==> config.mk <==
export PLATFORM = sky130hd
export DESIGN_NAME = car_drive_controller
export DESIGN_NICKNAME = d
export VERILOG_FILES = /design/src/rtl/car_ctrl_pkg.sv /design/src/rtl/cooldown_timer.sv /design/src/rtl/car_drive_controller.sv
export SDC_FILE = /design/constraint.sdc
export NUM_CORES = 1
export LEC_CHECK = 0
export CAP_MARGIN = 25
export CORE_ASPECT_RATIO = 1.75
export CORE_MARGIN = 2
export CORE_UTILIZATION = 49
export DETAILED_ROUTE_END_ITERATION = 12
export PLACE_DENSITY = 0.88
export SETUP_SLACK_MARGIN = 0.15
export SYNTH_ARGS = -nofsm -noshare
export SYNTH_HDL_FRONTEND = slang
export SYNTH_SLANG_ARGS = --single-unit
==> constraint.sdc <==
create_clock -name clk -period 2 [get_ports clk]
set_input_delay 0.4 -clock clk [delete_from_list [all_inputs] [get_ports clk]]
set_output_delay 0.4 -clock clk [all_outputs]
set_load 0.01 [all_outputs]
==> src/rtl/car_ctrl_pkg.sv <==
// car_ctrl_pkg: shared state encodings, default timing and output decode for the drive controller
package car_ctrl_pkg;
  typedef enum logic [2:0] {
    S_IDLE    = 3'd0,
    S_DRIVE   = 3'd1,
    S_REFUEL  = 3'd2,
    S_COOL    = 3'd3,
    S_ARRIVED = 3'd4
  } state_t;
  localparam int COOL_CYCLES_DEF = 8;
  function automatic logic [2:0] drive_outs(input logic [2:0] s);
    return {s == S_DRIVE, s == S_COOL, s == S_REFUEL};
  endfunction
endpackage

==> src/rtl/cooldown_timer.sv <==
// cooldown_timer: reloadable down-counter that flags the last cool cycle of a cool-down
module cooldown_timer
  import car_ctrl_pkg::*;
#(
  parameter int COOL_CYCLES = COOL_CYCLES_DEF
) (
  input  logic clk,
  input  logic rst,
  input  logic load,
  input  logic overheat,
  input  logic en,
  output logic expire
);
  localparam int W = $clog2(COOL_CYCLES + 1);
  localparam logic [W-1:0] FULL = W'(COOL_CYCLES);
  logic [W-1:0] cool_cnt;
  assign expire = en && !overheat && cool_cnt == W'(1);
  always_ff @(posedge clk)
    if (rst) cool_cnt <= '0;
    else if (load || (en && overheat)) cool_cnt <= FULL;
    else if (en && cool_cnt != '0) cool_cnt <= cool_cnt - W'(1);
endmodule

==> src/rtl/car_drive_controller.sv <==
// car_drive_controller: drive/refuel/cool-down/arrival sequencer with saturating trip and overheat counters
module car_drive_controller
  import car_ctrl_pkg::*;
#(
  parameter int COOL_CYCLES = COOL_CYCLES_DEF,
  parameter int CNT_W       = 8
) (
  input  logic             clk,
  input  logic             reset,
  input  logic             start,
  input  logic             cpu_overheated,
  input  logic             arrived,
  input  logic             gas_tank_empty,
  input  logic             refuel_done,
  output logic             keep_driving,
  output logic             shut_off_computer,
  output logic             refuel_req,
  output logic [2:0]       state_o,
  output logic [CNT_W-1:0] trip_count,
  output logic [CNT_W-1:0] overheat_count
);
  state_t state, next;
  logic expire, trip_inc, oh_inc;
  always_comb begin
    next = state;
    case (state)
      S_IDLE:    next = start ? S_DRIVE : S_IDLE;
      S_DRIVE:   next = cpu_overheated ? S_COOL : arrived ? S_ARRIVED : gas_tank_empty ? S_REFUEL : S_DRIVE;
      S_REFUEL:  next = cpu_overheated ? S_COOL : refuel_done ? S_DRIVE : S_REFUEL;
      S_COOL:    next = expire ? S_DRIVE : S_COOL;
      S_ARRIVED: next = !arrived ? S_IDLE : cpu_overheated ? S_COOL : S_ARRIVED;
      default:   next = S_IDLE;
    endcase
  end
  assign trip_inc = state == S_DRIVE && next == S_ARRIVED;
  assign oh_inc   = state != S_COOL && next == S_COOL;
  cooldown_timer #(.COOL_CYCLES(COOL_CYCLES)) u_timer (
    .clk      (clk),
    .rst      (reset),
    .load     (oh_inc),
    .overheat (cpu_overheated),
    .en       (state == S_COOL),
    .expire   (expire)
  );
  always_ff @(posedge clk)
    if (reset) begin
      state          <= S_IDLE;
      trip_count     <= '0;
      overheat_count <= '0;
    end else begin
      state <= next;
      if (trip_inc && trip_count != '1) trip_count <= trip_count + CNT_W'(1);
      if (oh_inc && overheat_count != '1) overheat_count <= overheat_count + CNT_W'(1);
    end
  assign state_o = state;
  assign {keep_driving, shut_off_computer, refuel_req} = drive_outs(state);
endmodule
## Word-level counts from Yosys, hierarchy flattened

Index checks and enable logic that the tools add are counted.
Widths: inputs -> output; s select.

| word-level totals | value |
|---|---|
| bits in registers | 23 |
| bits of input ports | 7 |
| output and inout bits | 22 |
| word-level logic and storage cells | 44 |

| operators by class | value |
|---|---|
| add/subtract/negate cells | 3 |
| eq/ne operators | 10 |
| muxes and demuxes | 12 |
| reduce and logical (&&, ||, !) cells | 14 |

Operator list:

| cell | number |
|---|---|
| $add 8x1->8 const B | 2 |
| $ne 8x8->1 const B | 2 |
| $pmux 3 s5 | 1 |
| $mux 3 | 4 |
| $eq 3x2->1 const B | 3 |
| $logic_and 1x1->1 | 8 |
| $mux 2 | 4 |
| $mux 4 | 2 |
| $eq 3x3->1 const B | 2 |
| $eq 4x1->1 const B | 1 |
| $reduce_bool 4->1 | 1 |
| $sub 4x1->4 const B | 1 |
| $eq 3x1->1 const B | 1 |
| $logic_not 3->1 | 1 |
| $ne 3x2->1 const B | 1 |
| $reduce_bool 2->1 | 1 |
| $reduce_or 2->1 | 1 |
| $logic_not 1->1 | 1 |
| $logic_or 1x1->1 | 1 |
| $mux 1 | 1 |

## Longest topological paths before layout

Gate-level depths: netlist (run 1).

| logic depth | value |
|---|---|
| word-level depth | 9 |
| depth in mapped cells | 7 |

## Hierarchy

Synthesis (run 1) repeated with hierarchy kept, for this count alone.

| unflattened totals | value |
|---|---|
| cells, all modules | 140 |
| area total of the unflattened synthesis | 1,223.7 um2 |

Modules (own cells, without submodules):

| module | times used | cells each | area each (um2) |
|---|---|---|---|
| car_drive_controller | 1 | 110 | 969.7 |
| cooldown_timer | 1 | 30 | 254.0 |

## Worst setup path after synthesis (run 1)

No wires, ideal clock.

| timing path | value |
|---|---|
| path type | register to register |
| start point | reg state[1], in the netlist state_o[1] |
| end point | reg overheat_count[7] |
| library setup time | 0.071 ns |
| arrival time | 1.855 ns |
| data required time | 1.929 ns |
| path slack | 0.074 ns |
| cell stages (with the launch flop) | 7 |
| path through | dfxtp_1 buf_6 nor3b_1 a21boi_2 o32ai_2 or4_1 a21oi_1 |

| between the ends | value |
|---|---|
| elaborated cells between the ends (all ways) | 13 |

RTL lines:

| item | line | source |
|---|---|---|
| start, declared | car_drive_controller.sv:22 | `state_t state, next;` |
| start signal, assigned | car_drive_controller.sv:51 | `state <= next;` |
| $eq 3x2->1 | -- |  |
| via refuel_req | car_drive_controller.sv:17 | `output logic refuel_req,` |
| $pmux 3 s5 | car_drive_controller.sv:26 | `case (state)` |
| $eq 3x2->1 | car_drive_controller.sv:36 | `assign oh_inc = state != S_COOL && next == S_COOL;` |
| $logic_and 1x1->1 | car_drive_controller.sv:36 |  |
| $logic_and 1x1->1 | car_drive_controller.sv:53 | `if (oh_inc && overheat_count != '1) overheat_count <= overheat_count + CNT_W'(1);` |
| end signal, assigned | car_drive_controller.sv:53 |  |
| end, declared | car_drive_controller.sv:20 | `output logic [CNT_W-1:0] overheat_count` |

The timed path passes the listed nets, and every way through them passes these cells.
A chain may end at the register's enable or synchronous reset.

## Worst setup path after layout (run 1)

| timing path | value |
|---|---|
| start point | reg state[1], in the netlist state_o[1] |
| end point | reg overheat_count[5] |

| between the ends | value |
|---|---|
| cells in the longest elaborated chain, start to end | 8 |
| elaborated cells between the ends (all ways) | 13 |

Ends and longest elaborated chain:

| item | line | source |
|---|---|---|
| $eq 3x2->1 | car_drive_controller.sv:26, car_drive_controller.sv:42 |  |
| $logic_and 1x1->1 (2 in series) | cooldown_timer.sv:17 | `assign expire = en && !overheat && cool_cnt == W'(1);` |
| $mux 2 | car_drive_controller.sv:30 | `S_COOL: next = expire ? S_DRIVE : S_COOL;` |
| $pmux 3 s5 | car_drive_controller.sv:26 |  |
| $eq 3x2->1 | car_drive_controller.sv:36 |  |
| $logic_and 1x1->1 * | car_drive_controller.sv:36 |  |
| $logic_and 1x1->1 * | car_drive_controller.sv:53 |  |

Mark *: on every way between the ends. The rest lies on a longest branch, timed or not.

==> flow_summary.toml, run 1 <==
[cts]
htreeDepth = 1
clockBufferDepth = 2
clock-sinks = 23
cts_buffers = 3
path_clk_slew_ns = 0.08
cts_root_buf = "clkbuf_8"
cts_tree = "yes"
clk_latency_ns = 0.27
hold_buffers = 0

[logic_synthesis]
synthDistinctLibCells = 42
ys_warn_count = 0
syn_nets = 165
synth_largest_area_cell = "dfxtp_1"
synthCells = 154
synth_flop_cell = "dfxtp_1"
synth_compound_area_frac = 0.202
yosys.area.top_type_share = 0.365
synthAdderAreaFrac = 0.0396
avgSynthCellArea_um2 = 8.20
synth_top_family_by_area = "simple AND/OR/NAND/NOR gates"
synthSimpleGateAreaFrac = 0.279
synth_most_common_cell = "dfxtp_1"
synth.area.top_cells = "dfxtp_1 36%, a21oi_1 5.6%, nor2_1 4.2%, ha_1 4.0%, o21ai_0 4.0%"
seq_area_frac_synth = 0.365
synth-edff-count = 0
synthArstFlopShare = 0
synthXorXnorAreaFrac = 0.0347
synthMuxAreaShare = 0.0159
synthTopCellsByCount = "23 x dfxtp_1, 14 x a21oi_1, 14 x nor2_1, 10 x o21ai_0, 9 x inv_1"
ys_seq_elements = 23
synth_area_um2 = 1260

[cells_and_area]
nFillCells = 172
final_layout_size_suffix_gt1_frac = 0.242
final_cells = 224
nNetsFinal = 210
diodes = 0
utilization = 0.752
area.growth.synth_to_final_pct = 46.7

[drt]
ant_nets = 0
dr.pass1.iters = 5
drt_iter0_drc = 44
route.detailed.drc = 0
post_drt_wl_per_cell_um = 17.7
via_count = 1391
totalWireLength_um = 3960
vias_per_cell = 6.21

[floorplanning]
start_util = 0.513
io_pins = 29
row_count = 24
fp.dieW_um = 42.4
core-area_um2 = 2460
die_area_um2 = 3010
die_h_um = 71.2

[grt]
grtUsageTotal = 0.275
met3_usage = 0.0255
gr-usage-met1 = 0.263
top_usage_layer = "met2"
gr-total-overflow = 0
grt_pass1_wl_um = 6470
grt_pass1_vias = 1454
grt_max_degree = 14
antenna_found_initial = 0
grt_util_met2 = 0.535

[timing]
fin_setup_tns_ns = 0
tightest_slew_ns = 0.462
finalClockSkew_ns = 0.00594
max_freq_mhz = 526
rsz0062_at_grt = "true"
period_minus_slack_ns = 1.90
setup_violations = 0
finalCritPeriodShare = 0.951
relSlewSlack = 0.691
finalHoldViolations = 0
drv_slew = 0

[placed_design]
hpwl_um = 2480
dp.cells = 211
port_buffers = 28
gp_congestion = 0.849

[worst_hold_path]
hold_end = "overheat_count[6]$_SDFFE_PP0P_"
hold_depth = 2
holdCritPathClass = "reg -> reg"
hp-start = "overheat_count[6]$_SDFFE_PP0P_"

[worst_setup_path]
cp-end-kind = "flop"
arrival_ns = 2.10
r2r_start = "state_o[1]$_SDFF_PP0_"
crit_type = "reg -> reg"
rrSetupSlack_ns = 0.1
cp_max_fo = 7
worstPathRequired_ns = 2.20
worst-r2r-cell-count = 5
r2r-end = "overheat_count[5]$_SDFFE_PP0P_"
cp-start-kind = "flop"

[pwr]
power.share.sequential = 0.466
clkPwrFrac = 0.271
leakagePower_nw = 0.653
ir_worst_vdd_mv = 0.549
p_sw_frac = 0.289
p_int_w = 0.000758
p_comb_frac = 0.263
powerDensity_nw_per_um2 = 576
p_switching_w = 0.000309

[flow_run]
maxCapViolCount = 0

[outcome]
status = "finished clean"
==> power by group through the flow <==
stage	Combinational, W	Clock, W	Sequential (W)
2_1_floorplan	0.000126	0	0.000498
3_3_place_gp	0.000190	0	0.000506
3_5_place_dp	0.000198	0	0.000507
4_1_cts	0.000265	0.000292	0.000496
5_1_grt	0.000297	0.000307	0.000500
6_report	0.000280	0.000290	0.000497
==> worst max-delay path by stage <==
stage	start	endpoint	slack (ns)	depth (start not counted)
2_1_floorplan	state_o[0]$_SDFF_PP0_	overheat_count[7]$_SDFFE_PP0P_	0.17	6
3_3_place_gp	cpu_overheated	overheat_count[2]$_SDFFE_PP0P_	-0.33	6
3_5_place_dp	cpu_overheated	overheat_count[4]$_SDFFE_PP0P_	-0.46	6
4_1_cts	state_o[1]$_SDFF_PP0_	overheat_count[7]$_SDFFE_PP0P_	0.15	5
5_1_grt	state_o[1]$_SDFF_PP0_	overheat_count[5]$_SDFFE_PP0P_	0.03	5
6_report	state_o[1]$_SDFF_PP0_	overheat_count[5]$_SDFFE_PP0P_	0.1	5
==> cells in the final DEF, fill, tap and decap left out, drive strengths merged, types with 2 or more instances in the layout <==
cell type,Yosys,layout
clkdlybuf4s50,0,22
inv,9,9
nor3,5,5
a21boi,2,2
nand4,2,2
or4,2,2
nor2,14,14
clkbuf,2,3
nand3,7,7
nor3b,4,4
nor2b,2,2
nand2,7,7
a21oi,15,15
dlygate4sd2,0,6
ha,4,4
nand2b,3,3
buf,6,19
o32ai,1,2
a31oi,2,2
o31ai,3,3
xnor2,4,4
or3,8,8
o21ai,10,10
nor4,2,2
mux2i,2,2
nand4b,2,2
nor4b,2,2
dfxtp,23,23
==> metal layers <==
| layer | up-vias | part of all wire |
|---|---|---|
| met5 | - | 0 |
| met3 | 20 | 0.039 |
| met1 | 664 | 0.35 |
| met2 | 61 | 0.57 |
| met4 | 0 | 0.048 |
| li1 | 646 | - |
==> cell families (layout without fill, tap and decap cells) <==
family	count (synthesis)	after routing
compound gates	40	41
buf+inv	17	60
simple gates	63	63
fa+ha+maj	4	4
mux	2	2
xor+xnor	5	5
flops	23	23
==> registers in the layout, indices dropped and copies added (netlist names) <==
name,flops
state_o,3
overheat_count,8
u_timer.cool_cnt,4
trip_count,8
==> critical path, cell delays in order, from the launching register on <==
cell	delay, ns
dfxtp_4	0.38
or3b_4	0.41
a21oi_4	0.22
o32ai_4	0.15
or4_4	0.51
a21oi_1	0.16
==> stage by stage <==
stage	power, W	hold slack, ns	cell area (um^2)	setup WS, ns
after CTS	0.00105	0.521	1810	0.154
after detailed placement	0.000705	0.507	1620	-0.464
after global routing	0.00110	0.541	1850	0.0313
after floorplan	0.000624	0.476	1270	0.166
final	0.00107	0.520	1850	0.0983
after global placement	0.000696	0.488	1620	-0.330
==> area by class of cell <==
type,instances,area [um^2],area share
Timing Repair Buffer,47,415,0.224
Tap cell,26,32.5,0.0176
Multi-Input combinational cell,115,852,0.460
Sequential cell,23,472,0.255
Clock inverter,1,5.00,0.00270
Inverter,9,33.8,0.0182
Clock buffer,3,41.3,0.0223
==> what timing repair did <==
item	CTS	global route
hold endpoints to repair	0	0
pin swaps	8	2
endpoints found under the setup margin	21	10
gates resized for setup	23	11
gates cloned	1	0
buffers inserted	8	0
No activity file was read; power rests on OpenSTA's default activity.
==> inputs of run 2 (changes only) <==
- GPL_TIMING_DRIVEN: default -> 1
==> results of run 2 <==
No change in the layout: final DEF, timing and power equal those of run 1.
==> inputs of run 3 (changes only) <==
- GPL_TIMING_DRIVEN: 1 -> 0
- TNS_END_PERCENT: default -> 1
==> flow_summary.toml, run 3 (same netlist as run 1, synthesis figures left out) <==
[pwr]
powerDensity_nw_per_um2 = 585
total_power_w = 0.00106
leakagePower_nw = 0.626
ir_worst_vdd_mv = 0.481

[worst_setup_path]
cp-start-kind = "flop"
worstPathRequired_ns = 2.21
crit_type = "reg -> reg"
worst-r2r-cell-count = 7
r2r_start = "state_o[0]$_SDFF_PP0_"
r2r-end = "overheat_count[0]$_SDFFE_PP0P_"
cp-end-kind = "flop"
cp_max_fo = 6
arrival_ns = 2.13
rrSetupSlack_ns = 0.08

[worst_hold_path]
holdCritPathClass = "in -> reg"
hold_depth = 3
hold_end = "u_timer.cool_cnt[3]$_SDFFE_PP0P_"
hp-start = "cpu_overheated"

[grt]
grtUsageTotal = 0.242
gr-total-overflow = 0
grt_pass1_vias = 1351
antenna_found_initial = 0
grt_max_degree = 14
grt_pass1_wl_um = 5800

[drt]
vias_per_cell = 6.16
ant_nets = 0
drt_iter0_drc = 50
via_count = 1325
route.detailed.drc = 0
totalWireLength_um = 3820
dr.pass1.iters = 5
post_drt_wl_per_cell_um = 17.7

[timing]
finalClockSkew_ns = 0.00182
tightest_slew_ns = 0.541
period_minus_slack_ns = 1.92
setup_violations = 0
relSlewSlack = 0.639
layout_setup_ws_ns = 0.0827
hold-worst-slack_ns = 0.503
rsz0062_at_grt = "true"
finalCritPeriodShare = 0.959
drv_slew = 0
finalHoldViolations = 0
max_freq_mhz = 522

[cells_and_area]
register_area_um2 = 463
diodes = 0
multi_input_area_um2 = 875
final_layout_size_suffix_gt1_frac = 0.228
top_regs = "overheat_count: 8 flops, trip_count: 8 flops, u_timer.cool_cnt: 4 flops"
nFillCells = 187
layout_common_cells = "22 x clkdlybuf4s50_1, 21 x dfxtp_1, 13 x nor2_1"
final_cells = 215
fin_area_um2 = 1820
layout_commonest_cell = "clkdlybuf4s50_1"
area.growth.synth_to_final_pct = 44.0
nNetsFinal = 201

[cts]
clock-sinks = 23
clockBufferDepth = 2
cts_root_buf = "clkbuf_8"
cts_buffers = 3
cts_tree = "yes"
clk_latency_ns = 0.27
path_clk_slew_ns = 0.09
htreeDepth = 1

[placed_design]
dpl_cell_area_um2 = 1580
port_buffers = 27
hpwl_um = 2430
gp_congestion = 0.861
dp.cells = 207
place_ws_ns = -0.299

[flow_run]
maxCapViolCount = 0

[floorplanning]
row_count = 24
die_area_um2 = 3010
die_h_um = 71.2
io_pins = 29
start_util = 0.513
fp.dieW_um = 42.4
core-area_um2 = 2460

[outcome]
status = "finished clean"
==> run 3: cell types whose count changed in the layout (fill, tap and decap cells not counted), sizes merged <==
cell / delta
o32ai: -1
dlymetal6s2s: +2
clkbuf: +2
buf: -9
dlygate4sd2: -3
==> run 3: where the power goes <==
group	switching [W]	internal [W]
Sequential	0.0000141	0.000473
Clock	0.000167	0.000140
Combinational	0.000139	0.000132
Total	0.000319	0.000745
==> run 3: metrics by stage <==
step	setup TNS, ns	utilization
finish	0	0.738
floorplan	0	-
global placement	-2.66	0.640
global route	0	0.738
CTS	-0.0485	0.676
detailed placement	-3.49	0.640
==> run 3: how the worst max path moves through the flow <==
stage	startpoint	to	depth (start not counted)
finish	state_o[0]$_SDFF_PP0_	overheat_count[0]$_SDFFE_PP0P_	7
global route	state_o[0]$_SDFF_PP0_	overheat_count[0]$_SDFFE_PP0P_	7
CTS	start	overheat_count[7]$_SDFFE_PP0P_	6
detailed placement	start	overheat_count[5]$_SDFFE_PP0P_	6
global placement	arrived	overheat_count[6]$_SDFFE_PP0P_	7
floorplan	state_o[0]$_SDFF_PP0_	overheat_count[7]$_SDFFE_PP0P_	6
==> run 3: per-layer routing <==
metal	wire length, um	GRT usage	vias to the layer above
met5	0	0	-
met4	167	0.128	0
met3	151	0.0357	16
met2	2150	0.444	48
met1	1350	0.254	638
li1	-	-	623
==> run 3: repair_timing <==
item / 4_1_cts / 5_1_grt
setup buffers: 1 / 2
hold endpoints to repair: 0 / 0
resized for setup: 11 / 36
endpoints found under the setup margin: 17 / 20
pin swaps: 1 / 13
hold buffers: 0 / 0
gates cloned: 0 / 1
==> run 3: layout make-up <==
| type | count | area share |
|---|---|---|
| clock buffer | 3 | 0.0227 |
| multi-input combinational | 114 | 0.481 |
| timing repair buffer | 31 | 0.167 |
| clock inverter | 1 | 0.00275 |
| tap | 26 | 0.0179 |
| buffer | 8 | 0.0358 |
| inverter | 9 | 0.0186 |
| sequential | 23 | 0.255 |
==> run 3: critical path, cell delays in order (launching register included) <==
cell and delay [ns]:
dfxtp_2 0.35, buf_2 0.16, nor3b_4 0.31, a21boi_4 0.27, o32ai_4 0.13, buf_6 0.15
or3_4 0.36, a21oi_2 0.11
